[src/rtl/fetch_queue_if.sv]
// Fetch queue bus bundle: ibus request/response, redirect, and decode handshake.
//   master : fetch_queue side (drives ireq_*, out_*, count)
//   slave  : environment side (drives iresp_*, redirect_*, out_ready)
interface fetch_queue_if #(
   parameter int unsigned ADDR_W  = 64,
   parameter int unsigned INSTR_W = 32,
   parameter int unsigned CNT_W   = 3
);
   logic               ireq_valid;
   logic [ADDR_W-1:0]  ireq_addr;
   logic               iresp_data_ok;
   logic [INSTR_W-1:0] iresp_data;
   logic               redirect_valid;
   logic [ADDR_W-1:0]  redirect_pc;
   logic               out_valid;
   logic [ADDR_W-1:0]  out_pc;
   logic [INSTR_W-1:0] out_instr;
   logic               out_ready;
   logic [CNT_W-1:0]   count;

   modport master (
      output ireq_valid, ireq_addr, out_valid, out_pc, out_instr, count,
      input  iresp_data_ok, iresp_data, redirect_valid, redirect_pc, out_ready
   );

   modport slave (
      input  ireq_valid, ireq_addr, out_valid, out_pc, out_instr, count,
      output iresp_data_ok, iresp_data, redirect_valid, redirect_pc, out_ready
   );
endinterface

[src/rtl/fetch_queue.sv]
// Instruction-fetch queue: owns the fetch PC, keeps one ibus request in flight,
// buffers up to DEPTH {pc, instr} entries and hands them to decode in order.
// Ports:
//   clk   : clock, rising edge
//   reset : asynchronous active-low reset
//   bus   : fetch_queue_if.master (ibus request/response, redirect, decode handshake, count)
module fetch_queue #(
   parameter int unsigned       DEPTH    = 4,
   parameter int unsigned       ADDR_W   = 64,
   parameter int unsigned       INSTR_W  = 32,
   parameter logic [ADDR_W-1:0] RESET_PC = ADDR_W'(64'h8000_0000)
) (
   input logic           clk,
   input logic           reset,
   fetch_queue_if.master bus
);

   localparam int unsigned PTR_W = $clog2(DEPTH);
   localparam int unsigned CNT_W = $clog2(DEPTH + 1);
   localparam logic [CNT_W-1:0] FULL = CNT_W'(DEPTH);

   typedef enum logic [1:0] {
      ST_IDLE,
      ST_REQ,
      ST_DRAIN
   } state_t;

   state_t              r_state;
   state_t              w_state_nxt;
   logic [ADDR_W-1:0]   r_pc;
   logic [ADDR_W-1:0]   w_pc_nxt;
   logic [ADDR_W-1:0]   r_drain_addr;
   logic [ADDR_W-1:0]   w_drain_addr_nxt;
   logic [PTR_W-1:0]    r_rd_ptr;
   logic [PTR_W-1:0]    r_wr_ptr;
   logic [CNT_W-1:0]    r_count;
   logic [ADDR_W-1:0]   r_pc_mem    [DEPTH];
   logic [INSTR_W-1:0]  r_instr_mem [DEPTH];

   logic                w_out_valid;
   logic                w_pop;
   logic                w_wr_en;
   logic                w_clear;
   logic [CNT_W-1:0]    w_cnt_after_pop;
   logic [CNT_W-1:0]    w_cnt_after_wr;

   // Redirect hides the head so a pop can never coincide with a flush
   assign w_out_valid     = (r_count != '0) & ~bus.redirect_valid;
   assign w_pop           = w_out_valid & bus.out_ready;
   // pop implies count != 0, so neither expression can wrap
   assign w_cnt_after_pop = r_count - CNT_W'(w_pop);
   assign w_cnt_after_wr  = w_cnt_after_pop + CNT_W'(1);

   // Next-state, PC and queue-control decode
   always_comb begin
      w_state_nxt      = r_state;
      w_pc_nxt         = r_pc;
      w_drain_addr_nxt = r_drain_addr;
      w_wr_en          = 1'b0;
      w_clear          = 1'b0;
      unique case (r_state)
         ST_IDLE: begin
            if (bus.redirect_valid) begin
               w_clear     = 1'b1;
               w_pc_nxt    = bus.redirect_pc;
               w_state_nxt = ST_REQ;
            end else if (w_cnt_after_pop < FULL) begin
               w_state_nxt = ST_REQ;
            end
         end
         ST_REQ: begin
            if (bus.redirect_valid && bus.iresp_data_ok) begin
               w_clear     = 1'b1;
               w_pc_nxt    = bus.redirect_pc;
               w_state_nxt = ST_REQ;
            end else if (bus.redirect_valid) begin
               // Bus cannot withdraw the request: remember it and drain
               w_clear          = 1'b1;
               w_pc_nxt         = bus.redirect_pc;
               w_drain_addr_nxt = r_pc;
               w_state_nxt      = ST_DRAIN;
            end else if (bus.iresp_data_ok) begin
               w_wr_en     = 1'b1;
               w_pc_nxt    = r_pc + ADDR_W'(4);
               w_state_nxt = (w_cnt_after_wr < FULL) ? ST_REQ : ST_IDLE;
            end
         end
         ST_DRAIN: begin
            if (bus.redirect_valid) begin
               w_clear     = 1'b1;
               w_pc_nxt    = bus.redirect_pc;
               w_state_nxt = bus.iresp_data_ok ? ST_REQ : ST_DRAIN;
            end else if (bus.iresp_data_ok) begin
               w_state_nxt = ST_REQ;
            end
         end
         default: w_state_nxt = ST_IDLE;
      endcase
   end

   // State, fetch PC and drain address
   always_ff @(posedge clk or negedge reset) begin
      if (!reset) begin
         r_state      <= ST_IDLE;
         r_pc         <= RESET_PC;
         r_drain_addr <= '0;
      end else begin
         r_state      <= w_state_nxt;
         r_pc         <= w_pc_nxt;
         r_drain_addr <= w_drain_addr_nxt;
      end
   end

   // Pointers and occupancy; write and pop together leave count unchanged
   always_ff @(posedge clk or negedge reset) begin
      if (!reset) begin
         r_rd_ptr <= '0;
         r_wr_ptr <= '0;
         r_count  <= '0;
      end else if (w_clear) begin
         r_rd_ptr <= '0;
         r_wr_ptr <= '0;
         r_count  <= '0;
      end else begin
         if (w_wr_en) begin
            r_wr_ptr <= r_wr_ptr + PTR_W'(1);
         end
         if (w_pop) begin
            r_rd_ptr <= r_rd_ptr + PTR_W'(1);
         end
         r_count <= w_wr_en ? w_cnt_after_wr : w_cnt_after_pop;
      end
   end

   // Entry storage; no reset needed, validity is tracked by count
   always_ff @(posedge clk) begin
      if (w_wr_en) begin
         r_pc_mem[r_wr_ptr]    <= r_pc;
         r_instr_mem[r_wr_ptr] <= bus.iresp_data;
      end
   end

   assign bus.ireq_valid = (r_state != ST_IDLE);
   assign bus.ireq_addr  = (r_state == ST_DRAIN) ? r_drain_addr : r_pc;
   assign bus.out_valid  = w_out_valid;
   assign bus.out_pc     = r_pc_mem[r_rd_ptr];
   assign bus.out_instr  = r_instr_mem[r_rd_ptr];
   assign bus.count      = r_count;

endmodule

[src/flat_wrapper.sv]
// flat-port wrapper written by rule: the top's interface ports become plain ports
module fetch_queue_flat 
#(
   parameter int unsigned       DEPTH    = 4,
   parameter int unsigned       ADDR_W   = 64,
   parameter int unsigned       INSTR_W  = 32,
   parameter logic [ADDR_W-1:0] RESET_PC = ADDR_W'(64'h8000_0000)
)
  (clk, reset, bus_ireq_valid, bus_ireq_addr, bus_out_valid, bus_out_pc, bus_out_instr, bus_count, bus_iresp_data_ok, bus_iresp_data, bus_redirect_valid, bus_redirect_pc, bus_out_ready);
  fetch_queue_if #(.ADDR_W(ADDR_W), .INSTR_W(INSTR_W), .CNT_W(($clog2(DEPTH + 1)))) bus_i ();
  input logic clk;
  input logic reset;
  output wire logic [$bits(bus_i.ireq_valid)-1:0] bus_ireq_valid;
  output wire logic [$bits(bus_i.ireq_addr)-1:0] bus_ireq_addr;
  output wire logic [$bits(bus_i.out_valid)-1:0] bus_out_valid;
  output wire logic [$bits(bus_i.out_pc)-1:0] bus_out_pc;
  output wire logic [$bits(bus_i.out_instr)-1:0] bus_out_instr;
  output wire logic [$bits(bus_i.count)-1:0] bus_count;
  input wire logic [$bits(bus_i.iresp_data_ok)-1:0] bus_iresp_data_ok;
  input wire logic [$bits(bus_i.iresp_data)-1:0] bus_iresp_data;
  input wire logic [$bits(bus_i.redirect_valid)-1:0] bus_redirect_valid;
  input wire logic [$bits(bus_i.redirect_pc)-1:0] bus_redirect_pc;
  input wire logic [$bits(bus_i.out_ready)-1:0] bus_out_ready;
  assign bus_ireq_valid = bus_i.ireq_valid;
  assign bus_ireq_addr = bus_i.ireq_addr;
  assign bus_out_valid = bus_i.out_valid;
  assign bus_out_pc = bus_i.out_pc;
  assign bus_out_instr = bus_i.out_instr;
  assign bus_count = bus_i.count;
  assign bus_i.iresp_data_ok = bus_iresp_data_ok;
  assign bus_i.iresp_data = bus_iresp_data;
  assign bus_i.redirect_valid = bus_redirect_valid;
  assign bus_i.redirect_pc = bus_redirect_pc;
  assign bus_i.out_ready = bus_out_ready;
  fetch_queue #(.DEPTH(DEPTH), .ADDR_W(ADDR_W), .INSTR_W(INSTR_W), .RESET_PC(RESET_PC)) u_core (.clk(clk), .reset(reset), .bus(bus_i));
endmodule
[config.mk]
export PLATFORM = sky130hd
export DESIGN_NAME = fetch_queue_flat
export DESIGN_NICKNAME = d
export VERILOG_FILES = /design/src/rtl/fetch_queue_if.sv /design/src/rtl/fetch_queue.sv /design/src/flat_wrapper.sv
export SDC_FILE = /design/constraint.sdc
export NUM_CORES = 1
export LEC_CHECK = 0
export ABC_AREA = 1
export CORE_AREA = 2 2 231 233
export CTS_CLUSTER_DIAMETER = 50
export DETAILED_ROUTE_END_ITERATION = 6
export DIE_AREA = 0 0 233 235
export GPL_ROUTABILITY_DRIVEN = 0
export HOLD_SLACK_MARGIN = 0.05
export PLACE_DENSITY = 0.63
export SYNTH_ARGS = -nofsm -noshare
export SYNTH_HDL_FRONTEND = slang
export SYNTH_SLANG_ARGS = --single-unit
[constraint.sdc]
create_clock -name clk -period 8.9 [get_ports clk]
set_input_delay 2.67 -clock clk [delete_from_list [all_inputs] [get_ports clk]]
set_output_delay 2.67 -clock clk [all_outputs]
set_load 0.01 [all_outputs]
==> flow_summary.yaml, run 1 <==
route:
  wl_um: 66610
  vias: 17954
  remaining_drc_errors: 0
  postRouteAntennaNets: 0
  wl_met2_um: 31660
  highest_layer: "met5"
  met1_length_um: 28520
  drt_iter0_drc: 1702
  route.met3.wl_um: 4690
  firstDrtPassIters: 6
  via_per_inst: 5.371
  routedWlPerCell_um: 19.92
logic_synthesis:
  synth_top_area_share_pct: 49.65
  synth.cell_area_um2: 23220
  synthDistinctLibCells: 34
  yosys.cell_count.top_type: "nand2_1"
  synthTopCellsByArea: "edfxtp_1 (50%), dfrtp_1 (15%), o21ai_0 (8.5%), nand2_1 (8.1%), nor2_1 (5.4%)"
  ys_seq_area_share_pct: 64.42
  syn-mean-instance-area_um2: 9.767
  ys_top_cells_by_count: "nand2_1 (501), o21ai_0 (395), edfxtp_1 (384)"
  synth_edf_count: 384
  async_flop_share_pct: 26.30
  syn_nets: 2487
  yosys_warnings: 0
  netlist_instances: 2378
  synth.largest_area_cell: "edfxtp_1"
  synthFlopType: "edfxtp_1"
  ys_ff_latch: 521
setup_path:
  r2r_cells: 8
  worstSetupPathType: "input port to output pin"
  crit_slowest_cell: "clkdlybuf4s50_1"
  required_ps: 6230
  crit_cells: 3
  rr_startpoint: "u_core.r_state[0]"
  cp.arrival_ps: 4270
  slowest_delay_ps: 640
  critPathLaunch: "bus_redirect_valid"
  start_kind: "input port"
  crit_top_cell: "clkdlybuf4s50_1"
  worstPathMaxFanout: 4
  end_kind: "output pin"
  critPathTopFamily: "buffers and inverters"
  path_buf_inv: 2
  crit_chain: "clkdlybuf4s50_1, a31oi_1, clkdlybuf4s50_1"
clocking:
  cts.path.max_buffers: 3
  clk_latency_ps: 620
  hold_buffers: 0
  clock-sinks: 521
  cts_tree: "built"
  root_buffer: "clkbuf_16"
  cts_buffers: 60
  htreeDepth: 2
  clk_pin_slew_ps: 60
  cts_setup_buffers: 0
  cts_resized: 0
power_and_ir_drop:
  powerDensity_nw_per_um2: 313.6
  vdd_drop_max_v: 0.0001763
  leakage_uw: 0.01100
global_routing:
  grt_pass1_vias: 17219
  grt_use_total_pct: 24.12
  grt_pass1_wl_um: 100700
  antenna_found_initial: 3
  overflow: 0
  grt_max_degree: 99
timing:
  finalCritPeriodShare_pct: 77.98
  setup_viol: 0
  clock_skew_ps: 23.03
  slew_violations: 0
  rsz0062_at_grt: "no"
  slew_headroom_pct: 30.46
  fmax_mhz: 144.1
  worst_slew_pin_slew_ps: 1043
  fin_setup_tns_ps: 0
  period_needed_ps: 6941
  setup_slack_ps: 1959
  hold_violations: 0
cells_and_area:
  fillers: 4624
  instances_no_fill: 3343
  regArea_um2: 14970
  drive_gt1_share_pct: 6.217
  final_area_um2: 28430
  multi_input_area_um2: 7043
  final_nets: 2713
  syn_to_final_growth_pct: 22.41
floorplanning:
  start_util_pct: 44.46
  pin_count: 266
  die_x_um: 233
  core.rowCount: 84
  die_area_um2: 54760
  core_um2: 52240
  dieHeight_um: 235
outcome:
  status: "finished clean"
placed_design:
  place.detailed.instances: 3230
  numPortBuffers: 265
  pre_cts_ws_ps: 1998
  hpwl_um: 43730
  place_area_um2: 26490
job:
  cap_violations: 0
min_path:
  hp-start: "u_core.r_drain_addr[60]"
  min_path_cells: 2
  min_path_type: "flop to flop"
[stage by stage]
stage                     utilization [%]  hold WS, ps  power (µW)
after floorplan                         -        453.4        5109
after global placement              50.72        466.4        6495
after detailed placement            50.72        472.8        6571
after CTS                           54.42        487.2        8966
after global routing                54.42        502.3        9401
final                               54.43        484.3        8916
[layer usage]
metal  GRT usage (%)  vias to the layer above
li1                -                     8533
met1           33.54                     8704
met2           39.20                      610
met3           3.968                      103
met4           6.736                        4
met5               0                        -
[cell usage in the layout (no fill, tap or decap), types with 10 or more instances in the layout]
cell type	count
o21ai_1	24
nor2_4	13
nor2_2	12
buf_4	13
clkbuf_16	62
o21ai_0	395
nand2_2	13
edfxtp_1	384
nand4_1	10
clkdlybuf4s50_1	264
a21oi_1	16
clkbuf_1	15
nor2_1	329
nand3_1	71
inv_1	205
dfrtp_1	134
nand2_1	501
o22ai_1	104
[registers in the layout, indices dropped and copies added (netlist names)]
name	flops
u_core.r_rd_ptr	2
u_core.r_pc	64
u_core.r_drain_addr	64
u_core.r_pc_mem	256
u_core.bus.count	3
u_core.r_state	2
u_core.r_wr_ptr	2
u_core.r_instr_mem	128
[layout make-up]
cell class,count,share of cell area (%)
sequential,521,52.64
multi-input combinational,1529,24.77
timing repair buffer,282,9.960
clock buffer,80,5.801
tap,688,3.028
inverter,210,2.781
clock inverter,32,1.008
antenna,1,0.008802
[power by group]
part	switching [µW]	internal [µW]	total, µW
Combinational	1680	1100	2770
Clock	986	1400	2380
Sequential	536	3230	3760
Total	3200	5720	8920
[logic make-up (layout without fill, tap and decap cells)]
kind of cell	after synthesis	count (layout)	share of synthesized area, %
and+or+nand+nor	965	965	16.94
AOI/OAI and AO/OA	551	551	12.55
DFF	521	521	64.42
buffers and inverters	328	604	5.474
adders and majority gates	8	8	0.4310
xor gates and xnor gates	5	5	0.1885
other	0	1	0
[worst paths after layout]
kind                                                 to  slack [ps]
worst max-delay path                      bus_out_valid        1960
worst min-delay path            u_core.r_drain_addr[60]         480
worst max register to register   u_core.r_pc_mem[2][48]        5070
worst min register to register  u_core.r_drain_addr[60]         480
max in group asynchronous       u_core.r_drain_addr[61]        5450
min in group asynchronous       u_core.r_drain_addr[39]        2050
[worst register-to-register path: stages, from the launching register on]
cell and delay (ps):
dfrtp_1 510, inv_2 100, nor2_4 80, buf_4 460, inv_2 490, nor3_2 420
inv_1 260, nor2_4 520, buf_12 450
(Power assumes the default switching activity.)
==> run 2: changes to the inputs <==
==> constraint.sdc (replaced) <==
create_clock -name clk -period 6.6 [get_ports clk]
set_input_delay 1.98 -clock clk [delete_from_list [all_inputs] [get_ports clk]]
set_output_delay 1.98 -clock clk [all_outputs]
set_load 0.01 [all_outputs]
==> run 2 against run 1 <==
Net effect: worst setup slack got worse by 950 ps; design area rose by 0.38%; combinational power up 35%; count of clock-buffer cells in the layout fell by 6; critical path type unchanged.
==> flow_summary.yaml, run 2 (synthesized netlist as in run 1, its figures left out) <==
timing:
  period_needed_ps: 5590
  setup_slack_ps: 1010
  rsz0062_at_grt: "no"
  holdWs_ps: 485.0
  slew_headroom_pct: 39.91
  clock_skew_ps: 29.85
  slew_violations: 0
  hold_violations: 0
  fmax_mhz: 178.9
  finalCritPeriodShare_pct: 84.70
  worst_slew_pin_slew_ps: 901.3
  setup_viol: 0
route:
  drt_iter0_drc: 1471
  firstDrtPassIters: 5
  vias: 17852
  routedWlPerCell_um: 19.49
  via_per_inst: 5.337
  remaining_drc_errors: 0
  wl_um: 65210
  postRouteAntennaNets: 0
min_path:
  holdPathEnd: "u_core.r_drain_addr[39]"
  hp-start: "u_core.r_drain_addr[39]"
  min_path_type: "flop to flop"
  min_path_cells: 2
floorplanning:
  pin_count: 266
  core.rowCount: 84
  die_area_um2: 54760
  dieHeight_um: 235
  die_x_um: 233
  start_util_pct: 44.46
  core_um2: 52240
setup_path:
  slowest_delay_ps: 630
  required_ps: 4620
  worstPathMaxFanout: 4
  r2r-end: "u_core.r_instr_mem[0][31]"
  cp.arrival_ps: 3610
  crit_cells: 3
  crit_top_cell: "clkdlybuf4s50_1"
  worstSetupPathType: "input port to output pin"
  r2r_cells: 7
  reg2reg_slack_ps: 3650
  crit_chain: "clkdlybuf4s50_1, a31oi_1, clkdlybuf4s50_1"
  start_kind: "input port"
  path_buf_inv: 2
  critPathLaunch: "bus_redirect_valid"
  rr_startpoint: "u_core.r_state[0]"
  critPathTopFamily: "buffers and inverters"
  end_kind: "output pin"
  crit_slowest_cell: "clkdlybuf4s50_1"
cells_and_area:
  regMostFlops: "u_core.r_pc_mem"
  largest_reg_flops: 256
  final_nets: 2716
  num_antenna_cells: 0
  final_area_um2: 28540
  syn_to_final_growth_pct: 22.87
  reg_top3: "u_core.r_pc_mem (256), u_core.r_instr_mem (128)"
  finalCoreUtilization_pct: 54.63
  final_cell_mix: "nand2_1 (501), o21ai_0 (395), edfxtp_1 (384)"
  mostFrequentLayoutCell: "nand2_1"
  drive_gt1_share_pct: 6.737
outcome:
  status: "finished clean"
global_routing:
  antenna_found_initial: 1
  grt_max_degree: 194
  overflow: 0
  grt_use_total_pct: 23.48
  grt_pass1_vias: 16719
  grt_pass1_wl_um: 98650
placed_design:
  pre_cts_ws_ps: 1033
  hpwl_um: 43150
  place_area_um2: 26570
  numPortBuffers: 265
power_and_ir_drop:
  total_power_uw: 12100
  vdd_drop_max_v: 0.0002666
  leakage_uw: 0.01106
  powerDensity_nw_per_um2: 424.1
clocking:
  cts_tree: "built"
  cts_resized: 0
  cts_setup_buffers: 0
  cts_buffers: 58
  clock-sinks: 521
  root_buffer: "clkbuf_16"
  clk_pin_slew_ps: 60
  cts.path.max_buffers: 3
  hold_buffers: 0
  clk_latency_ps: 610
  htreeDepth: 2
job:
  cap_violations: 0
==> run 2: worst register-to-register path, cell delays in order, from the launching register on <==
cell	delay, ps
dfrtp_1	510
inv_2	100
nor2_4	100
inv_2	250
nor3_2	330
inv_1	240
nor2_4	650
buf_12	360
==> run 2: per-layer routing <==
metal / wire length (µm) / share of wire (%) / GRT usage [%]
met5: 13 / 0.020 / 0
met4: 1561 / 2.4 / 6.466
met3: 4530 / 6.9 / 4.296
met2: 30280 / 46 / 37.07
met1: 28820 / 44 / 33.33
==> run 2: area by class of cell <==
cell class | count | area (µm²)
multi-input combinational | 1529 | 7043
timing repair buffer | 287 | 2907
sequential | 521 | 14970
tap | 688 | 860.8
fill | 4600 | 23700
clock buffer | 74 | 1572
inverter | 210 | 790.8
clock inverter | 36 | 399.1
==> run 2: power by group <==
part	internal, µW	switching [µW]
registers	4350	737
clock network	1940	1340
logic	1490	2250
total	7780	4330
==> run 2: worst max path at each step <==
stage / endpoint / slack [ps]
finish: bus_out_valid / 1010
global route: bus_out_valid / 1000
CTS: bus_out_valid / 1030
detailed placement: bus_out_valid / 1030
global placement: bus_out_valid / 1040
floorplan: u_core.r_instr_mem[0][0] / -540
==> run 2: stage by stage <==
step / cells / TNS (ps)
2_1_floorplan: 2378 / -206490
3_3_place_gp: 3235 / 0
3_5_place_dp: 3235 / 0
4_1_cts: 3345 / 0
5_1_grt: 3345 / 0
6_report: 3345 / 0
